[config.mk]
export PLATFORM = sky130hd
export DESIGN_NAME = bit_count_asmd
export DESIGN_NICKNAME = d
export VERILOG_FILES = /design/src/rtl/bit_count_asmd.sv
export SDC_FILE = /design/constraint.sdc
export NUM_CORES = 1
export LEC_CHECK = 0
export ABC_AREA = 1
export CAP_MARGIN = 0
export CORE_ASPECT_RATIO = 1.4
export CORE_MARGIN = 3
export CORE_UTILIZATION = 45
export CTS_BUF_LIST = sky130_fd_sc_hd__clkbuf_4 sky130_fd_sc_hd__clkbuf_8 sky130_fd_sc_hd__clkbuf_16
export DETAILED_ROUTE_END_ITERATION = 10
export PLACE_DENSITY = 0.7
export SLEW_MARGIN = 10
export SYNTH_ARGS = -nofsm -noshare
export SYNTH_HDL_FRONTEND = slang
export SYNTH_HIERARCHICAL = 1
export SYNTH_SLANG_ARGS = --single-unit
[constraint.sdc]
create_clock -name clk -period 4.1 [get_ports clk]
set_input_delay 1.025 -clock clk [delete_from_list [all_inputs] [get_ports clk]]
set_output_delay 1.025 -clock clk [all_outputs]
set_load 0.1 [all_outputs]
[src/rtl/bit_count_asmd.sv]
// Multi-mode bit counter (ones / zeros / leading zeros / trailing zeros), one bit per clock.
// Control FSM (bit_count_ctrl) plus datapath (bit_count_dp), start/ready/done handshake.

module bit_count_ctrl #(
  parameter int WIDTH = 8
) (
  input  logic       clk,
  input  logic       reset,
  input  logic       start,
  input  logic [1:0] mode_q,
  input  logic       a_is0,
  input  logic       a0,
  input  logic       left_is0,
  output logic       load,
  output logic       inc,
  output logic       shift,
  output logic       ready,
  output logic       busy,
  output logic       done
);

  typedef enum logic [1:0] {
    IDLE = 2'd0,
    RUN  = 2'd1,
    DONE = 2'd2
  } state_t;

  state_t state;
  state_t state_next;
  logic   exit_cond;
  logic   count_bit;

  // Per-mode exit condition and "this bit counts" decision
  always_comb begin
    exit_cond = 1'b0;
    count_bit = 1'b0;
    case (mode_q)
      2'd0: begin
        exit_cond = a_is0 | left_is0;
        count_bit = a0;
      end
      2'd1: begin
        exit_cond = left_is0;
        count_bit = ~a0;
      end
      2'd2, 2'd3: begin
        exit_cond = left_is0 | a0;
        count_bit = ~a0;
      end
      default: begin
        exit_cond = 1'b1;
        count_bit = 1'b0;
      end
    endcase
  end

  // Next-state and datapath control decode
  always_comb begin
    state_next = state;
    load       = 1'b0;
    inc        = 1'b0;
    shift      = 1'b0;
    case (state)
      IDLE: begin
        if (start) begin
          load       = 1'b1;
          state_next = RUN;
        end else begin
          state_next = IDLE;
        end
      end
      RUN: begin
        if (exit_cond) begin
          state_next = DONE;
        end else begin
          shift      = 1'b1;
          inc        = count_bit;
          state_next = RUN;
        end
      end
      DONE:    state_next = IDLE;
      default: state_next = IDLE;
    endcase
  end

  // State register; status outputs registered from the next state so they track it exactly
  always_ff @(posedge clk) begin
    if (reset) begin
      state <= IDLE;
      ready <= 1'b1;
      busy  <= 1'b0;
      done  <= 1'b0;
    end else begin
      state <= state_next;
      ready <= (state_next == IDLE);
      busy  <= (state_next == RUN);
      done  <= (state_next == DONE);
    end
  end

endmodule

module bit_count_dp #(
  parameter int WIDTH = 8,
  parameter int CW    = $clog2(WIDTH + 1)
) (
  input  logic             clk,
  input  logic             reset,
  input  logic             load,
  input  logic             inc,
  input  logic             shift,
  input  logic [1:0]       mode,
  input  logic [WIDTH-1:0] a,
  output logic [1:0]       mode_q,
  output logic             a_is0,
  output logic             a0,
  output logic             left_is0,
  output logic [CW-1:0]    result
);

  logic [WIDTH-1:0] a_reg;
  logic [CW-1:0]    left;

  function automatic logic [WIDTH-1:0] bit_rev(input logic [WIDTH-1:0] v);
    logic [WIDTH-1:0] r;
    for (int i = 0; i < WIDTH; i++) begin
      r[i] = v[WIDTH-1-i];
    end
    return r;
  endfunction

  assign a_is0    = (a_reg == {WIDTH{1'b0}});
  assign a0       = a_reg[0];
  assign left_is0 = (left == {CW{1'b0}});

  // Operand shifter, bit budget and result counter
  always_ff @(posedge clk) begin
    if (reset) begin
      a_reg  <= {WIDTH{1'b0}};
      left   <= {CW{1'b0}};
      mode_q <= 2'd0;
      result <= {CW{1'b0}};
    end else if (load) begin
      // Leading-zero mode scans from the MSB, so present it at bit 0
      a_reg  <= (mode == 2'd2) ? bit_rev(a) : a;
      left   <= CW'(WIDTH);
      mode_q <= mode;
      result <= {CW{1'b0}};
    end else if (shift) begin
      a_reg  <= {1'b0, a_reg[WIDTH-1:1]};
      left   <= left - CW'(1);
      result <= inc ? (result + CW'(1)) : result;
    end else begin
      a_reg  <= a_reg;
      left   <= left;
      mode_q <= mode_q;
      result <= result;
    end
  end

endmodule

module bit_count_asmd #(
  parameter int WIDTH = 8,
  parameter int CW    = $clog2(WIDTH + 1)
) (
  input  logic             clk,
  input  logic             reset,
  input  logic             start,
  input  logic [1:0]       mode,
  input  logic [WIDTH-1:0] A,
  output logic             ready,
  output logic             busy,
  output logic             done,
  output logic [CW-1:0]    result
);

  logic       load;
  logic       inc;
  logic       shift;
  logic       a_is0;
  logic       a0;
  logic       left_is0;
  logic [1:0] mode_q;

  bit_count_ctrl #(.WIDTH(WIDTH)) u_ctrl (
    .clk      (clk),
    .reset    (reset),
    .start    (start),
    .mode_q   (mode_q),
    .a_is0    (a_is0),
    .a0       (a0),
    .left_is0 (left_is0),
    .load     (load),
    .inc      (inc),
    .shift    (shift),
    .ready    (ready),
    .busy     (busy),
    .done     (done)
  );

  bit_count_dp #(.WIDTH(WIDTH), .CW(CW)) u_dp (
    .clk      (clk),
    .reset    (reset),
    .load     (load),
    .inc      (inc),
    .shift    (shift),
    .mode     (mode),
    .a        (A),
    .mode_q   (mode_q),
    .a_is0    (a_is0),
    .a0       (a0),
    .left_is0 (left_is0),
    .result   (result)
  );

endmodule

==> results of run 1 <==
## final cells by class
class / count / area [sq um] / share of cell area
clock buffers: 4 / 30.0 / 0.0219
inverters: 25 / 93.8 / 0.0684
multi-input cells: 112 / 557 / 0.406
flip-flops and latches: 23 / 460 / 0.335
well taps: 33 / 41.3 / 0.0301
repair buffers: 19 / 190 / 0.139
## cells in the mapped netlist
cell	n
dfxtp_1	23
nand2_1	23
nor2_1	22
inv_1	21
nand3_1	21
a21oi_1	16
o21ai_0	16
inv_2	3
ha_1	2
nor2_4	2
a211oi_1	1
a21oi_2	1
buf_1	1
buf_4	1
clkbuf_1	1
clkinv_1	1
nand2_2	1
nand3_2	1
nand3b_1	1
nor2_2	1
nor3_1	1
nor3b_1	1
o211ai_1	1
xor2_1	1
## cell families (layout without fill, tap and decap cells)
group | after synthesis | count (layout) | synth area share
flip-flops | 23 | 23 | 0.409
buffers and inverters | 28 | 48 | 0.0967
adder cells (fa/ha/maj) | 2 | 2 | 0.0222
AO/OA/AOI/OAI | 35 | 35 | 0.163
XOR/XNOR | 1 | 1 | 0.00778
AND/OR/NAND/NOR | 74 | 74 | 0.301
## where the power goes
part	internal, uW	total [uW]	switching, uW
logic	43.0	123	79.7
clock network	44.6	107	62.6
registers	242	255	13.2
total	329	485	156
## per-layer routing
layer / global-route usage / part of all wire / routed length, um
met3: 0.0192 / 0.039 / 96
met5: 0 / 0 / 0
met1: 0.165 / 0.37 / 920
met2: 0.348 / 0.56 / 1400
met4: 0.0976 / 0.026 / 64
## stage by stage
| stage | instances | area, sq um |
|---|---|---|
| after global placement | 212 | 1340 |
| after global routing | 216 | 1370 |
| after floorplan | 163 | 1130 |
| after detailed placement | 212 | 1340 |
| after CTS | 216 | 1370 |
| final | 216 | 1370 |
## how the worst max path moves through the flow
| stage | from | end | slack, ns | cells past startpoint |
|---|---|---|---|---|
| final | u_dp/result[1]$_SDFFE_PP0P_ | result[1] | 1.22 | 1 |
| after global routing | u_dp/result[0]$_SDFFE_PP0P_ | result[0] | 1.14 | 1 |
| after CTS | u_dp/result[0]$_SDFFE_PP0P_ | result[0] | 1.20 | 1 |
| after detailed placement | start | u_dp/a_reg[0]$_SDFFE_PP0P_ | 1.38 | 7 |
| after global placement | start | u_dp/a_reg[2]$_SDFFE_PP0P_ | 1.47 | 7 |
| after floorplan | u_dp/result[0]$_SDFFE_PP0P_ | result[0] | 2.11 | 0 |
==> flow_summary.toml, run 1 <==
[outcome]
status = "finished, final reports clean"

[yosys]
ys_warn_count = 6
synth.largest_area_cell = "dfxtp_1"
syn-num-nets = 178
ys_types = 24
yosysTopAreaCellShare = 0.409
synthesis.instances = 163
syn_avg_cell_area_sq_um = 6.91
synth.area.top_cells = "dfxtp_1, nand3_1, nand2_1, nor2_1, a21oi_1"
ys_seq_area_frac = 0.409
synth_area_sq_um = 1130
ys_ff_latch = 23

[detailed_routing]
postRouteAntennaNets = 0
drtIter0Drc = 27
wire_per_inst_um = 11.5
drc = 0
first_pass_iters = 4
via_count = 1150
wirelength_mm = 2.49
via_per_inst = 5.32

[global_route]
globalRouteOverflowTotal = 0
grt_pass1_wl_mm = 4.22
grt_max_degree = 14
grt.total_usage = 0.181
antenna_found_initial = 0
grt_pass1_vias = 1129

[clock_network]
cts_sinks = 23
clk_pin_slew_ns = 0.12
clockBufferDepth = 2
cts_setup_buffers = 0
hold_buffers = 0
clk_latency_ns = 0.31
ctsResizeCount = 0
cts_htree_levels = 1
cts-root-buf = "clkbuf_4"
cts_tree = "done"
numCtsBuffers = 3

[sta]
min_period_ns = 2.88
whs_ns = 0.495
skew_ns = 0.00506
slew_violations = 0
finalSetupViolations = 0
tightest_slew_ns = 0.965
setup_ws_ns = 1.22
hold_viol = 0
period_share = 0.702
rsz0062_at_grt = "no"
finalSetupTns_ns = 0
timing.fmax_ghz = 0.348
slew_headroom = 0.355

[cells_and_area]
finalNetCount = 199
n_antenna_cell = 0
nFillCells = 226
syn_to_final_growth_pct = 21.9
fin_util = 0.603
most-common-layout-cells = "nand2_1, dfxtp_1, nor2_1, inv_1, nand3_1"
largest_reg_flops = 8
layout-drive-gt1-share = 0.0710

[critical_path]
path_class = "reg -> out"
cp_max_fo = 4
path_cells = "clkdlybuf4s50_1"
critPathTopFamily = "buffers and inverters"
cp_slowest_stage_delay_ns = 1.15
worstPathArrival_ns = 1.85
crit_path_start_kind = "flop"
r2r_end = "u_dp/a_reg[0]$_SDFFE_PP0P_"
end_kind = "output port"
cp.required_ns = 3.07
reg2reg_slack_ns = 2.14
crit_path_top_delay_cell = "clkdlybuf4s50_1"
path_buf_inv = 1
worstRegToRegCells = 10
r2r-start = "u_dp/left[0]$_SDFFE_PP0P_"

[job]
max_cap_violations = 0

[die]
io_pins = 20
start_util = 0.495
core_sq_um = 2280
die-height_um = 65.2
die_w_um = 48.3
rows = 20
die_area_sq_um = 3150

[min_path]
min_path_type = "reg -> reg"
worstHoldStart = "u_ctrl/state[0]$_SDFF_PP0_"
whs_path_depth = 1
holdPathEnd = "u_ctrl/ready$_SDFF_PP1_"

[power]
peakVddDrop_uv = 201
power_leakage_uw = 0.000591
p_per_area_nw_per_um2 = 353
p_total_uw = 485

[placement]
port_buffers = 19
post-place-ws_ns = 1.38
finalWeightedCongestion = 0.949
dp_hpwl_mm = 2.00
Power figures use the tool's default switching activity.
==> inputs of run 2 (changes only) <==
--- a/config.mk
+++ b/config.mk
@@ -12,7 +12,7 @@
 export CORE_UTILIZATION = 45
 export CTS_BUF_LIST = sky130_fd_sc_hd__clkbuf_4 sky130_fd_sc_hd__clkbuf_8 sky130_fd_sc_hd__clkbuf_16
 export DETAILED_ROUTE_END_ITERATION = 10
-export PLACE_DENSITY = 0.7
+export PLACE_DENSITY = 0.73
 export SLEW_MARGIN = 10
 export SYNTH_ARGS = -nofsm -noshare
 export SYNTH_HDL_FRONTEND = slang
==> constraint.sdc (replaced) <==
create_clock -name clk -period 2.6 [get_ports clk]
set_input_delay 0.65 -clock clk [delete_from_list [all_inputs] [get_ports clk]]
set_output_delay 0.65 -clock clk [all_outputs]
set_load 0.1 [all_outputs]
==> run 2 against run 1 <==
  * Final cell count grew 0.46%
  * Final area down 0.91%
  * Die area is the same
  * Sequential power is 57% higher
  * Clock power increased by 55%
  * Via count down 3.7%
  * Critical path type is now reg -> reg
  * Largest cell class unchanged
==> flow_summary.toml, run 2 (synthesis gave the netlist of run 1 again) <==
[outcome]
status = "finished, final reports clean"

[placement]
port_buffers = 19
dpl.cell_count = 213
dp_hpwl_mm = 1.79
finalWeightedCongestion = 0.803

[critical_path]
worstPathArrival_ns = 2.16
cp_slowest_stage_delay_ns = 0.40
critPathTopFamily = "simple AND/OR/NAND/NOR gates"
reg2reg_slack_ns = 0.69
cp.required_ns = 2.85
path_class = "reg -> reg"
path_buf_inv = 3
end_kind = "flop"
r2r-start = "u_dp/left[0]$_SDFFE_PP0P_"
cp_max_fo = 10
crit_path_start_kind = "flop"
path_cells = "inv_1, ha_1, nor3b_1, a21oi_2, nand3_2, inv_1, inv_2, nand2_1, o21ai_0, a21oi_1"
crit_path_top_delay_cell = "dfxtp_1"
crit_start = "u_dp/left[0]$_SDFFE_PP0P_"
cp_common_cell = "inv_1"

[cells_and_area]
most-common-layout-cells = "nand2_1, dfxtp_1, nor2_1, inv_1, nand3_1"
finalNetCount = 200
seqCellArea_sq_um = 460
finalNonFillerCells = 217
multiInputGateArea_sq_um = 557
layout-drive-gt1-share = 0.114
fin_util = 0.597
syn_to_final_growth_pct = 20.8
nFillCells = 202
largest_reg_flops = 8
n_antenna_cell = 0

[sta]
tightest_slew_ns = 0.303
finalSetupViolations = 0
rsz0062_at_grt = "no"
timing.fmax_ghz = 0.524
hold_viol = 0
min_period_ns = 1.91
skew_ns = 0.00362
finalSetupTns_ns = 0
slew_headroom = 0.797
period_share = 0.734
slew_violations = 0

[power]
peakVddDrop_uv = 312
p_total_uw = 757
power_leakage_uw = 0.000608
p_per_area_nw_per_um2 = 556

[die]
core_sq_um = 2280
die_w_um = 48.3
rows = 20
die-height_um = 65.2
start_util = 0.495
io_pins = 20
die_area_sq_um = 3150

[clock_network]
ctsResizeCount = 0
numCtsBuffers = 3
cts_tree = "done"
cts_setup_buffers = 0
clockBufferDepth = 2
clk_pin_slew_ns = 0.12
cts_sinks = 23
cts-root-buf = "clkbuf_4"
cts_htree_levels = 1
clk_latency_ns = 0.31
hold_buffers = 0

[detailed_routing]
via_per_inst = 5.11
drc = 0
postRouteAntennaNets = 0
drtIter0Drc = 26
wirelength_mm = 2.29
wire_per_inst_um = 10.6
via_count = 1108
first_pass_iters = 4

[global_route]
globalRouteOverflowTotal = 0
antenna_found_initial = 0
grt_pass1_wl_mm = 3.78
grt_max_degree = 14
grt_pass1_vias = 968
grt.total_usage = 0.166

[min_path]
worstHoldStart = "u_dp/result[2]$_SDFFE_PP0P_"
min_path_type = "reg -> reg"

[job]
max_cap_violations = 0
## run 2: area by class of cell
type / instances / share of cell area
multi-input cells: 112 / 0.409
flip-flops and latches: 23 / 0.339
repair buffers: 20 / 0.132
inverters: 25 / 0.0690
well taps: 33 / 0.0304
clock buffers: 3 / 0.0166
clock inverters: 1 / 0.00368
## run 2: worst paths after layout
check	endpoint	cells past startpoint
worst min register to register	u_dp/result[2]$_SDFFE_PP0P_	2
worst max-delay path	u_dp/a_reg[3]$_SDFFE_PP0P_	10
worst max register to register	u_dp/a_reg[3]$_SDFFE_PP0P_	10
worst min-delay path	u_dp/result[2]$_SDFFE_PP0P_	2
## run 2: where the power goes
group,total (uW),switching (uW),internal [uW]
logic,189,121,68.6
registers,401,20.1,381
clock network,166,109,57.6
total,757,250,507
## run 2: layer usage
layer / part of all wire / vias to the layer above / GRT usage
met2: 0.53 / 31 / 0.292
li1: - / 571 / -
met3: 0.044 / 4 / 0.0164
met4: 0.024 / 0 / 0.101
met5: 0 / - / 0
met1: 0.40 / 502 / 0.172
## run 2: tightest hold or removal path: cells and delay by family, from the launching register on
family,cells,cell delay (ns)
AOI/OAI and AO/OA,1,0.06
DFF,1,0.35
and+or+nand+nor,1,0.07
## run 2: through the flow
stage               hold WS (ns)  setup WS, ns  instance area (sq um)
floorplan                  0.465         0.890                   1130
global placement           0.479         0.580                   1330
detailed placement         0.499         0.547                   1330
CTS                        0.518         0.686                   1360
global route               0.528         0.475                   1360
finish                     0.515         0.691                   1360
